### src/rtl/mac_serial2d_seq_if.sv
// Operand/result bundle for the sequenced 2D digit-serial MAC.
// The master drives operands and the handshake; the slave (the MAC) returns the
// accumulator, its valid pulse and the status flags.
interface mac_serial2d_seq_if #(
  parameter int A_W      = 8,
  parameter int W_W      = 8,
  parameter int N_W      = 4,
  parameter int HEADROOM = 4
);
  localparam int ACC_W = A_W + W_W + HEADROOM;
  localparam int PA_W  = $clog2(A_W / N_W) + 1;
  localparam int PW_W  = $clog2(W_W / N_W) + 1;

  logic                    clr;
  logic [PA_W-1:0]         a_prec;
  logic [PW_W-1:0]         w_prec;
  logic                    in_valid;
  logic                    in_ready;
  logic [A_W-1:0]          a;
  logic [W_W-1:0]          w;
  logic signed [ACC_W-1:0] z;
  logic                    z_valid;
  logic                    busy;
  logic                    sat;

  modport master (
    output clr, a_prec, w_prec, in_valid, a, w,
    input  in_ready, z, z_valid, busy, sat
  );

  modport slave (
    input  clr, a_prec, w_prec, in_valid, a, w,
    output in_ready, z, z_valid, busy, sat
  );
endinterface

### src/rtl/mac_serial2d_seq.sv
// 2D digit-serial MAC with internal sequencer: unsigned activation times signed
// weight, m*n digit products per pair walked in anti-diagonal order, summed into
// a signed accumulator that is published on z at the end of each pair.
// Optional feature macro: MAC_S2D_SAT_EN (saturating accumulate + sticky sat).
module mac_serial2d_seq #(
  parameter int A_W      = 8,
  parameter int W_W      = 8,
  parameter int N_W      = 4,
  parameter int HEADROOM = 4
) (
  input logic              clk,
  input logic              rst,
  mac_serial2d_seq_if.slave bus
);
  localparam int ACC_W = A_W + W_W + HEADROOM;
  localparam int MA    = A_W / N_W;
  localparam int MW    = W_W / N_W;
  localparam int CW    = $clog2(MA + MW) + 2;

  typedef enum logic [0:0] {IDLE = 1'b0, RUN = 1'b1} state_t;

  state_t                  state_r;
  logic [A_W-1:0]          a_r;
  logic [W_W-1:0]          w_r;
  logic [CW-1:0]           m_r, n_r, s_r, j_r;
  logic                    clr_r;
  logic signed [ACC_W-1:0] acc_r, z_r;
  logic                    z_valid_r, sat_r;

  logic                    last_s, in_ready_s, accept_s, ovf_s;
  logic [CW-1:0]           j_hi_s, s_inc_s, s_nx_s, j_nx_s, ai_s;
  logic [N_W-1:0]          a_dig_s, w_dig_s;
  logic signed [2*N_W+1:0] a_ext_s, w_ext_s, prod_s;
  logic signed [ACC_W-1:0] prod_ext_s, add_s, base_s, res_s;
  int                      sh_amt_s;

  // Out-of-range precision (0 or above the digit count) selects full precision.
  function automatic logic [CW-1:0] clamp_prec(input logic [CW-1:0] p, input logic [CW-1:0] mx);
    return ((p == '0) || (p > mx)) ? mx : p;
  endfunction

  // Digit idx of an activation, counted from the MSB.
  function automatic logic [N_W-1:0] a_digit(input logic [A_W-1:0] v, input logic [CW-1:0] idx);
    logic [N_W-1:0] d;
    d = '0;
    for (int k = 0; k < MA; k++) begin
      d = d | ((CW'(k) == idx) ? v[A_W-1-k*N_W -: N_W] : {N_W{1'b0}});
    end
    return d;
  endfunction

  // Digit idx of a weight, counted from the MSB.
  function automatic logic [N_W-1:0] w_digit(input logic [W_W-1:0] v, input logic [CW-1:0] idx);
    logic [N_W-1:0] d;
    d = '0;
    for (int k = 0; k < MW; k++) begin
      d = d | ((CW'(k) == idx) ? v[W_W-1-k*N_W -: N_W] : {N_W{1'b0}});
    end
    return d;
  endfunction

  // Step sequencing, handshake and the current digit-pair product.
  always_comb begin
    last_s     = (s_r == (m_r + n_r - CW'(2)));
    in_ready_s = ~rst & ((state_r == IDLE) | ((state_r == RUN) & last_s));
    accept_s   = bus.in_valid & in_ready_s;

    // Inner index runs to min(s, n-1); next diagonal starts at max(0, s+1-m+1).
    j_hi_s  = (s_r < (n_r - CW'(1))) ? s_r : (n_r - CW'(1));
    s_inc_s = s_r + CW'(1);
    if (j_r < j_hi_s) begin
      s_nx_s = s_r;
      j_nx_s = j_r + CW'(1);
    end else begin
      s_nx_s = s_inc_s;
      j_nx_s = (s_inc_s >= m_r) ? (s_inc_s - m_r + CW'(1)) : {CW{1'b0}};
    end

    ai_s    = s_r - j_r;
    a_dig_s = a_digit(a_r, ai_s);
    w_dig_s = w_digit(w_r, j_r);
    a_ext_s = {{(N_W+2){1'b0}}, a_dig_s};
    // Only the top weight digit carries the sign.
    w_ext_s = {{(N_W+2){(j_r == '0) ? w_dig_s[N_W-1] : 1'b0}}, w_dig_s};
    prod_s  = a_ext_s * w_ext_s;
    prod_ext_s = {{(ACC_W-2*N_W-2){prod_s[2*N_W+1]}}, prod_s};

    // Digit pair (i, j) from the top sits at bit A_W+W_W-(i+j+2)*N_W.
    sh_amt_s = A_W + W_W - (int'(s_r) + 2) * N_W;
    add_s    = prod_ext_s <<< sh_amt_s;
    base_s   = ((s_r == '0) && clr_r) ? {ACC_W{1'b0}} : acc_r;
  end

`ifdef MAC_S2D_SAT_EN
  logic signed [ACC_W:0] sum_s;

  // Saturating add: clamp to the signed accumulator range on overflow.
  always_comb begin
    sum_s = {base_s[ACC_W-1], base_s} + {add_s[ACC_W-1], add_s};
    ovf_s = sum_s[ACC_W] ^ sum_s[ACC_W-1];
    if (ovf_s) begin
      res_s = sum_s[ACC_W] ? {1'b1, {(ACC_W-1){1'b0}}} : {1'b0, {(ACC_W-1){1'b1}}};
    end else begin
      res_s = sum_s[ACC_W-1:0];
    end
  end
`else
  // Wrapping add modulo 2^ACC_W; no saturation is ever reported.
  always_comb begin
    res_s = base_s + add_s;
    ovf_s = 1'b0;
  end
`endif

  // Sequencer FSM with accumulator, published result and status registers.
  always_ff @(posedge clk or posedge rst) begin
    if (rst) begin
      state_r   <= IDLE;
      a_r       <= '0;
      w_r       <= '0;
      m_r       <= '0;
      n_r       <= '0;
      s_r       <= '0;
      j_r       <= '0;
      clr_r     <= 1'b0;
      acc_r     <= '0;
      z_r       <= '0;
      z_valid_r <= 1'b0;
      sat_r     <= 1'b0;
    end else begin
      case (state_r)
        IDLE: begin
          z_valid_r <= 1'b0;
          if (accept_s) begin
            state_r <= RUN;
          end else if (bus.clr) begin
            z_r   <= '0;
            acc_r <= '0;
            sat_r <= 1'b0;
          end
        end
        RUN: begin
          acc_r <= res_s;
          sat_r <= sat_r | ovf_s;
          if (last_s) begin
            z_r       <= res_s;
            z_valid_r <= 1'b1;
            state_r   <= accept_s ? RUN : IDLE;
          end else begin
            s_r       <= s_nx_s;
            j_r       <= j_nx_s;
            z_valid_r <= 1'b0;
          end
        end
        default: begin
          state_r   <= IDLE;
          z_valid_r <= 1'b0;
        end
      endcase
      // Capturing a new pair restarts the step counters (overrides RUN updates).
      if (accept_s) begin
        a_r   <= bus.a;
        w_r   <= bus.w;
        m_r   <= clamp_prec(CW'(bus.a_prec), CW'(MA));
        n_r   <= clamp_prec(CW'(bus.w_prec), CW'(MW));
        s_r   <= '0;
        j_r   <= '0;
        clr_r <= bus.clr;
        if (bus.clr) begin
          sat_r <= 1'b0;
        end
      end
    end
  end

  assign bus.in_ready = in_ready_s;
  assign bus.z        = z_r;
  assign bus.z_valid  = z_valid_r;
  assign bus.busy     = (state_r == RUN);
  assign bus.sat      = sat_r;
endmodule

### src/flat_wrapper.sv
// flat-port wrapper written by rule: the top's interface ports become plain ports
module mac_serial2d_seq_flat 
#(
  parameter int A_W      = 8,
  parameter int W_W      = 8,
  parameter int N_W      = 4,
  parameter int HEADROOM = 4
)
  (clk, rst, bus_clr, bus_a_prec, bus_w_prec, bus_in_valid, bus_a, bus_w, bus_in_ready, bus_z, bus_z_valid, bus_busy, bus_sat);
  mac_serial2d_seq_if #(.A_W(A_W), .W_W(W_W), .N_W(N_W), .HEADROOM(HEADROOM)) bus_i ();
  input logic clk;
  input logic rst;
  input wire logic [$bits(bus_i.clr)-1:0] bus_clr;
  input wire logic [$bits(bus_i.a_prec)-1:0] bus_a_prec;
  input wire logic [$bits(bus_i.w_prec)-1:0] bus_w_prec;
  input wire logic [$bits(bus_i.in_valid)-1:0] bus_in_valid;
  input wire logic [$bits(bus_i.a)-1:0] bus_a;
  input wire logic [$bits(bus_i.w)-1:0] bus_w;
  output wire logic [$bits(bus_i.in_ready)-1:0] bus_in_ready;
  output wire logic [$bits(bus_i.z)-1:0] bus_z;
  output wire logic [$bits(bus_i.z_valid)-1:0] bus_z_valid;
  output wire logic [$bits(bus_i.busy)-1:0] bus_busy;
  output wire logic [$bits(bus_i.sat)-1:0] bus_sat;
  assign bus_i.clr = bus_clr;
  assign bus_i.a_prec = bus_a_prec;
  assign bus_i.w_prec = bus_w_prec;
  assign bus_i.in_valid = bus_in_valid;
  assign bus_i.a = bus_a;
  assign bus_i.w = bus_w;
  assign bus_in_ready = bus_i.in_ready;
  assign bus_z = bus_i.z;
  assign bus_z_valid = bus_i.z_valid;
  assign bus_busy = bus_i.busy;
  assign bus_sat = bus_i.sat;
  mac_serial2d_seq #(.A_W(A_W), .W_W(W_W), .N_W(N_W), .HEADROOM(HEADROOM)) u_core (.clk(clk), .rst(rst), .bus(bus_i));
endmodule
### config.mk
export PLATFORM = sky130hd
export DESIGN_NAME = mac_serial2d_seq_flat
export DESIGN_NICKNAME = d
export VERILOG_FILES = /design/src/rtl/mac_serial2d_seq_if.sv /design/src/rtl/mac_serial2d_seq.sv /design/src/flat_wrapper.sv
export SDC_FILE = /design/constraint.sdc
export NUM_CORES = 1
export LEC_CHECK = 0
export ABC_CLOCK_PERIOD_IN_PS = 10110
export CORE_MARGIN = 2
export CORE_UTILIZATION = 55
export CTS_CLUSTER_SIZE = 28
export DETAILED_ROUTE_END_ITERATION = 16
export GPL_TIMING_DRIVEN = 0
export PLACE_DENSITY = 0.76
export RECOVER_POWER = 25
export SLEW_MARGIN = 20
export SYNTH_ARGS = -nofsm -noshare
export SYNTH_HDL_FRONTEND = slang
export SYNTH_SLANG_ARGS = --single-unit
### constraint.sdc
create_clock -name clk -period 10.11 [get_ports clk]
set_clock_uncertainty 0.15 [all_clocks]
set_input_delay 2.022 -clock clk [delete_from_list [all_inputs] [get_ports clk]]
set_output_delay 2.022 -clock clk [all_outputs]
set_load 0.1 [all_outputs]
==> impl_metrics.yaml, run 1 <==
place:
  hpwl_mm: 12.0
  place_congestion: 0.902
  place_inst: 911
  place.port_buffers: 47
floorplanning:
  initial_core_util_pct: 56.1
  die_w_um: 109
  die_area_um2: 11900
  core_area_um2: 10800
  placementRows: 38
  pin_count: 48
  die_y_um: 109
timing:
  drv_slew: 76
  setup_viol: 0
  worst_hold_slack_ns: 0.321
  worstMarginPinSlew_ns: 2.06
  hold_violations: 0
  period_minus_slack_ns: 8.53
  rsz0062_at_grt: "false"
  finalCritPeriodShare_pct: 84.3
  fmax_mhz: 117
  max_slew_margin_pct: -37.4
  setup_tns_ns: 0
setup_path:
  crit_required_ns: 10.22
  crit_fanout: 10
  arrival_ns: 8.64
  r2r_cells: 28
  critPathKind: "reg2reg"
  cpPeakStageDelay_ns: 0.71
  critPathCaptureType: "flop"
  start_kind: "flop"
  cp_slowest_cell: "a311oi_1"
  cp_common_cell: "fa_1"
drt:
  dr.pass1.iters: 4
  initialDrtViolationCount: 345
  vias_per_cell: 5.70
  detail_route.wl_per_cell_um: 16.8
  ant_nets: 0
  drc_errors: 0
  wl_mm: 15.6
  via_count: 5286
global_routing:
  grt_pass1_wl_mm: 25.8
  grt_usage_pct: 28.2
  grt_pass1_vias: 5374
  grt_overflow_total: 0
  antenna_found_initial: 0
  grt_max_degree: 40
clock_tree:
  cts_root_buf: "clkbuf_8"
  cts_made_buffers: 9
  cts_tree: "done"
  cts.sinks: 72
  cts_setup_buffers: 0
  cts_buffer_depth: 2
  htreeDepth: 3
  cts_resized: 0
  cts-hold-fix-buffers: 0
  clock_latency_ns: 0.38
  clk_pin_slew_ns: 0.08
yosys:
  async_flop_share_pct: 100
  syn_nets: 826
  synth_area_um2: 6080
  syn_avg_cell_area_um2: 8.42
  synth_flop_cell: "dfrtp_1"
  ys_types: 72
  synth-edff-count: 0
  seq_area_frac_synth_pct: 29.6
  synth_seq_cells: 72
  ys.warnings.count: 0
  synthCells: 723
cells_and_area:
  seq_area_um2: 1800
  diodes: 0
  fill_cells: 939
  areaGrowthSynthToFinish_pct: 14.1
  multi_input_area_um2: 3970
  nNetsFinal: 885
  drive_gt1_share_pct: 6.10
  final_cells: 927
power:
  power.internal_mw: 1.08
  pwr-share-clk_pct: 10.7
  power.density_nw_per_um2: 337
  combPwrFrac_pct: 69.8
  p_sw_mw: 1.26
  peakVddDrop_uv: 310
  seq_power_share_pct: 19.5
  swShare_pct: 53.8
  p_leak_nw: 3.41
  p_total_mw: 2.34
outcome:
  violations: "max-capacitance violations, max-slew violations"
  status: "complete, but fails checks"
run:
  cap_violations: 2
min_path:
  holdPathStages: 1
  holdCritPathClass: "reg2reg"
==> routing by layer <==
| layer | up-vias | track usage [%] | wire length (um) |
|---|---|---|---|
| met5 | - | 0 | 0 |
| met4 | 0 | 11.3 | 344 |
| met3 | 24 | 3.65 | 694 |
| met2 | 138 | 45.2 | 7120 |
| met1 | 2523 | 38.7 | 7450 |
| li1 | 2601 | - | - |
==> cells in the final DEF (no fill, tap or decap), drive strengths merged, types with 14 or more instances in the layout <==
master         count
xor2              16
inv               53
nor2b             24
clkbuf            32
a21o              15
dfrtp             72
ha                69
clkdlybuf4s50     46
nand2            136
a22o              14
a21oi             32
nor2              60
o21ai             35
==> critical path, delay by kind of cell, from the launching register on <==
| kind | cells | cell delay [ns] |
|---|---|---|
| adder cells (fa/ha/maj) | 7 | 2.93 |
| AO/OA/AOI/OAI | 9 | 3.05 |
| flip-flops | 1 | 0.42 |
| XOR/XNOR | 1 | 0.20 |
| buffers and inverters | 5 | 0.71 |
| AND/OR/NAND/NOR | 6 | 0.95 |
==> registers in the layout (all words and copies together) (netlist names) <==
register	flops
u_core.bus.z_valid	1
u_core.bus.busy	1
u_core.w_r	8
u_core.s_r	4
u_core.a_r	8
u_core.j_r	4
u_core.m_r	2
u_core.n_r	2
u_core.bus.sat	1
u_core.clr_r	1
u_core.acc_r	20
u_core.bus.z	20
==> cell families after synthesis <==
family,share of synthesized area [%]
AOI/OAI and AO/OA,17.9
xor gates and xnor gates,4.61
DFF,29.6
buffers and inverters,5.22
and+or+nand+nor,22.6
muxes,2.59
adders and majority gates,17.5
==> power groups by stage <==
stage | clock network [mW] | logic (mW) | registers, mW
final | 0.250 | 1.63 | 0.455
after global placement | 0 | 1.56 | 0.454
after floorplan | 0 | 1.10 | 0.568
after detailed placement | 0 | 1.61 | 0.458
after CTS | 0.253 | 1.62 | 0.454
after global routing | 0.265 | 1.80 | 0.466
==> path summary, 6_finish.rpt <==
path                       slack (ns)                to             from
hold reg to reg                  0.32   u_core.acc_r[3]  u_core.acc_r[3]
hold / removal                   0.32   u_core.acc_r[3]  u_core.acc_r[3]
min in group asynchronous        2.37   u_core.bus.busy              rst
setup / recovery                 1.58  u_core.bus.z[12]    u_core.s_r[0]
max in group asynchronous        4.90     u_core.a_r[4]              rst
setup reg to reg                 1.58  u_core.bus.z[12]    u_core.s_r[0]
==> metrics by stage <==
step	utilization, %	worst slack (ns)	cell area, um2
detailed placement	62.3	1.65	6750
floorplan	-	2.81	6080
finish	64.0	1.58	6940
global route	64.0	1.08	6940
global placement	62.1	1.68	6730
CTS	64.2	1.58	6960
==> Yosys cell counts (3+ instances only) <==
master | number | area, um2
nand2_1 | 135 | 507
dfrtp_1 | 72 | 1800
ha_1 | 69 | 863
nor2_1 | 60 | 225
inv_1 | 53 | 199
a21oi_1 | 32 | 160
o21ai_0 | 32 | 160
nor2b_1 | 23 | 144
clkbuf_1 | 19 | 71.3
a21o_1 | 14 | 105
a22o_1 | 14 | 123
xor2_1 | 14 | 123
xnor2_1 | 13 | 114
nand3_1 | 12 | 60.1
and2_1 | 11 | 68.8
fa_1 | 10 | 200
nor3_1 | 10 | 50.1
mux2i_1 | 9 | 90.1
nand2b_1 | 8 | 50.1
a211oi_1 | 6 | 45.0
a221o_1 | 6 | 60.1
mux2_2 | 6 | 67.6
o21a_1 | 6 | 45.0
and3_1 | 5 | 31.3
buf_2 | 5 | 25.0
nand3b_1 | 5 | 37.5
or2_2 | 4 | 25.0
a31oi_1 | 3 | 18.8
nand4_1 | 3 | 18.8
nor3b_1 | 3 | 22.5
nor4_1 | 3 | 18.8
o21ai_1 | 3 | 15.0
o21bai_1 | 3 | 22.5
o22ai_1 | 3 | 18.8
o31ai_1 | 3 | 22.5
==> layout make-up <==
class / instances / area share [%]
sequential: 72 / 26.0
multi-input combinational: 572 / 57.1
buffer: 26 / 1.71
clock buffer: 12 / 2.24
inverter: 53 / 2.88
clock inverter: 4 / 0.739
timing repair buffer: 48 / 6.83
tap: 140 / 2.52
Power figures use the tool's default switching activity.
==> run 2: changes to the inputs <==
--- a/config.mk
+++ b/config.mk
@@ -5,13 +5,13 @@
 export SDC_FILE = /design/constraint.sdc
 export NUM_CORES = 1
 export LEC_CHECK = 0
-export ABC_CLOCK_PERIOD_IN_PS = 10110
+export ABC_CLOCK_PERIOD_IN_PS = 6900
 export CORE_MARGIN = 2
-export CORE_UTILIZATION = 55
+export CORE_UTILIZATION = 54
 export CTS_CLUSTER_SIZE = 28
 export DETAILED_ROUTE_END_ITERATION = 16
 export GPL_TIMING_DRIVEN = 0
-export PLACE_DENSITY = 0.76
+export PLACE_DENSITY = 0.78
 export RECOVER_POWER = 25
 export SLEW_MARGIN = 20
 export SYNTH_ARGS = -nofsm -noshare
==> constraint.sdc (replaced) <==
create_clock -name clk -period 6.9 [get_ports clk]
set_clock_uncertainty 0.15 [all_clocks]
set_input_delay 1.38 -clock clk [delete_from_list [all_inputs] [get_ports clk]]
set_output_delay 1.38 -clock clk [all_outputs]
set_load 0.1 [all_outputs]
==> run 2 against run 1 <==
Effect of this change:
- the run ends with max-capacitance violations, max-slew violations, negative setup slack left
- core utilization increased by 5.6 points
- first-iteration DRC count fell by 7.5%
- sequential power increased by 46%
- wire length is 7.8% higher
- sequential share of layout area shrank 2.2 points
- critical endpoint is now u_core.acc_r[14]
==> impl_metrics.yaml, run 2 (synthesized netlist as in run 1, its figures left out) <==
setup_path:
  cpPeakStageDelay_ns: 0.55
  start_kind: "flop"
  arrival_ns: 7.10
  cp_slowest_cell: "fa_1"
  critPathKind: "reg2reg"
  critPathCaptureType: "flop"
  cp_common_cell: "fa_1"
  crit_required_ns: 6.98
  crit_fanout: 6
drt:
  vias_per_cell: 5.87
  wl_mm: 16.8
  drc_errors: 0
  ant_nets: 0
  detail_route.wl_per_cell_um: 17.7
  dr.pass1.iters: 5
  via_count: 5586
  initialDrtViolationCount: 319
timing:
  rsz0062_at_grt: "true"
  drv_slew: 46
  max_slew_margin_pct: -66.8
  period_minus_slack_ns: 7.02
  worstMarginPinSlew_ns: 2.50
  setup_tns_ns: -0.957
  hold_violations: 0
  fmax_mhz: 142
  postLayoutSetupSlackWorst_ns: -0.124
  finalCritPeriodShare_pct: 102
  setup_viol: 14
clock_tree:
  cts.sinks: 72
  htreeDepth: 3
  cts_made_buffers: 9
  clock_latency_ns: 0.35
  cts-hold-fix-buffers: 0
  clk_pin_slew_ns: 0.06
  cts_buffer_depth: 2
  cts_root_buf: "clkbuf_16"
  cts_tree: "done"
outcome:
  violations: "max-capacitance violations, max-slew violations, negative setup slack"
  status: "complete, but fails checks"
global_routing:
  grt_usage_pct: 28.4
  grt_max_degree: 46
  antenna_found_initial: 0
  grt_pass1_wl_mm: 26.4
  grt_pass1_vias: 5545
  grt_overflow_total: 0
cells_and_area:
  diodes: 0
  final_common_cell: "nand2_1"
  final_cells: 952
  final_util_pct: 69.6
  layout_common_cells: "nand2_1 (130), dfrtp_1 (69), ha_1 (63)"
  drive_gt1_share_pct: 16.3
  areaGrowthSynthToFinish_pct: 25.2
  nNetsFinal: 912
power:
  seq_power_share_pct: 17.5
  p_total_mw: 3.80
  combPwrFrac_pct: 71.2
  peakVddDrop_uv: 327
  power.density_nw_per_um2: 499
  p_leak_nw: 3.61
  swShare_pct: 52.5
  p_sw_mw: 2.00
  pwr-share-clk_pct: 11.4
  power.internal_mw: 1.81
place:
  hpwl_mm: 12.0
  place.port_buffers: 47
  place_congestion: 0.953
  place_inst: 911
floorplanning:
  die_w_um: 110
  die_area_um2: 12100
  pin_count: 48
  die_y_um: 110
  initial_core_util_pct: 55.6
  placementRows: 38
  core_area_um2: 10900
run:
  cap_violations: 1
min_path:
  holdCritPathClass: "reg2reg"
-- run 2: path summary, 6_finish.rpt --
check                                     start          endpoint  slack (ns)  cells past startpoint
worst max-delay path              u_core.s_r[0]  u_core.acc_r[14]       -0.12                     27
worst min-delay path            u_core.acc_r[3]   u_core.acc_r[3]        0.32                      1
worst max register to register    u_core.s_r[0]  u_core.acc_r[14]       -0.12                     27
worst min register to register  u_core.acc_r[3]   u_core.acc_r[3]        0.32                      1
max in group asynchronous                   rst   u_core.acc_r[1]        2.09                      3
min in group asynchronous                   rst     u_core.m_r[0]        1.62                      2
-- run 2: stage by stage --
| stage | instance area (um2) | hold WS (ns) | worst slack, ns |
|---|---|---|---|
| floorplan | 6120 | 0.288 | 0.0223 |
| global placement | 6770 | 0.305 | -0.877 |
| detailed placement | 6800 | 0.309 | -1.00 |
| CTS | 7340 | 0.325 | -0.109 |
| global route | 7620 | 0.342 | -0.343 |
| finish | 7620 | 0.321 | -0.124 |
-- run 2: final cells by class --
type / instances / area [um2]
flip-flops and latches: 72 / 1810
multi-input cells: 572 / 4350
clock inverters: 3 / 20.0
fillers: 866 / 3320
well taps: 140 / 175
inverters: 53 / 204
repair buffers: 76 / 696
plain buffers: 25 / 125
clock buffers: 11 / 243
-- run 2: repair_timing --
item,CTS,global route
resized for setup,37,46
endpoints found under the setup margin,21,21
setup buffers,16,12
pin swaps,29,34
-- run 2: metal layers --
metal | share of wire (%) | up-vias | global-route usage (%) | wire [um]
li1 | - | 2658 | - | -
met1 | 46 | 2739 | 37.4 | 7680
met2 | 48 | 162 | 47.4 | 8020
met3 | 4.7 | 27 | 3.94 | 795
met4 | 1.9 | 0 | 11.2 | 318
met5 | 0 | - | 0 | 0
-- run 2: critical path: cells and delay by family, from the launching register on --
family	cells	cell delay, ns
buffers and inverters	5	0.45
AO/OA/AOI/OAI	9	2.23
adder cells (fa/ha/maj)	7	2.82
flip-flops	1	0.37
AND/OR/NAND/NOR	6	0.87
-- run 2: power groups by stage --
stage	combinational (mW)	clock, mW	sequential [mW]
final	2.71	0.432	0.664
after global routing	2.94	0.448	0.678
after CTS	2.50	0.434	0.666
after detailed placement	2.36	0	0.675
after global placement	2.29	0	0.665
after floorplan	1.62	0	0.833
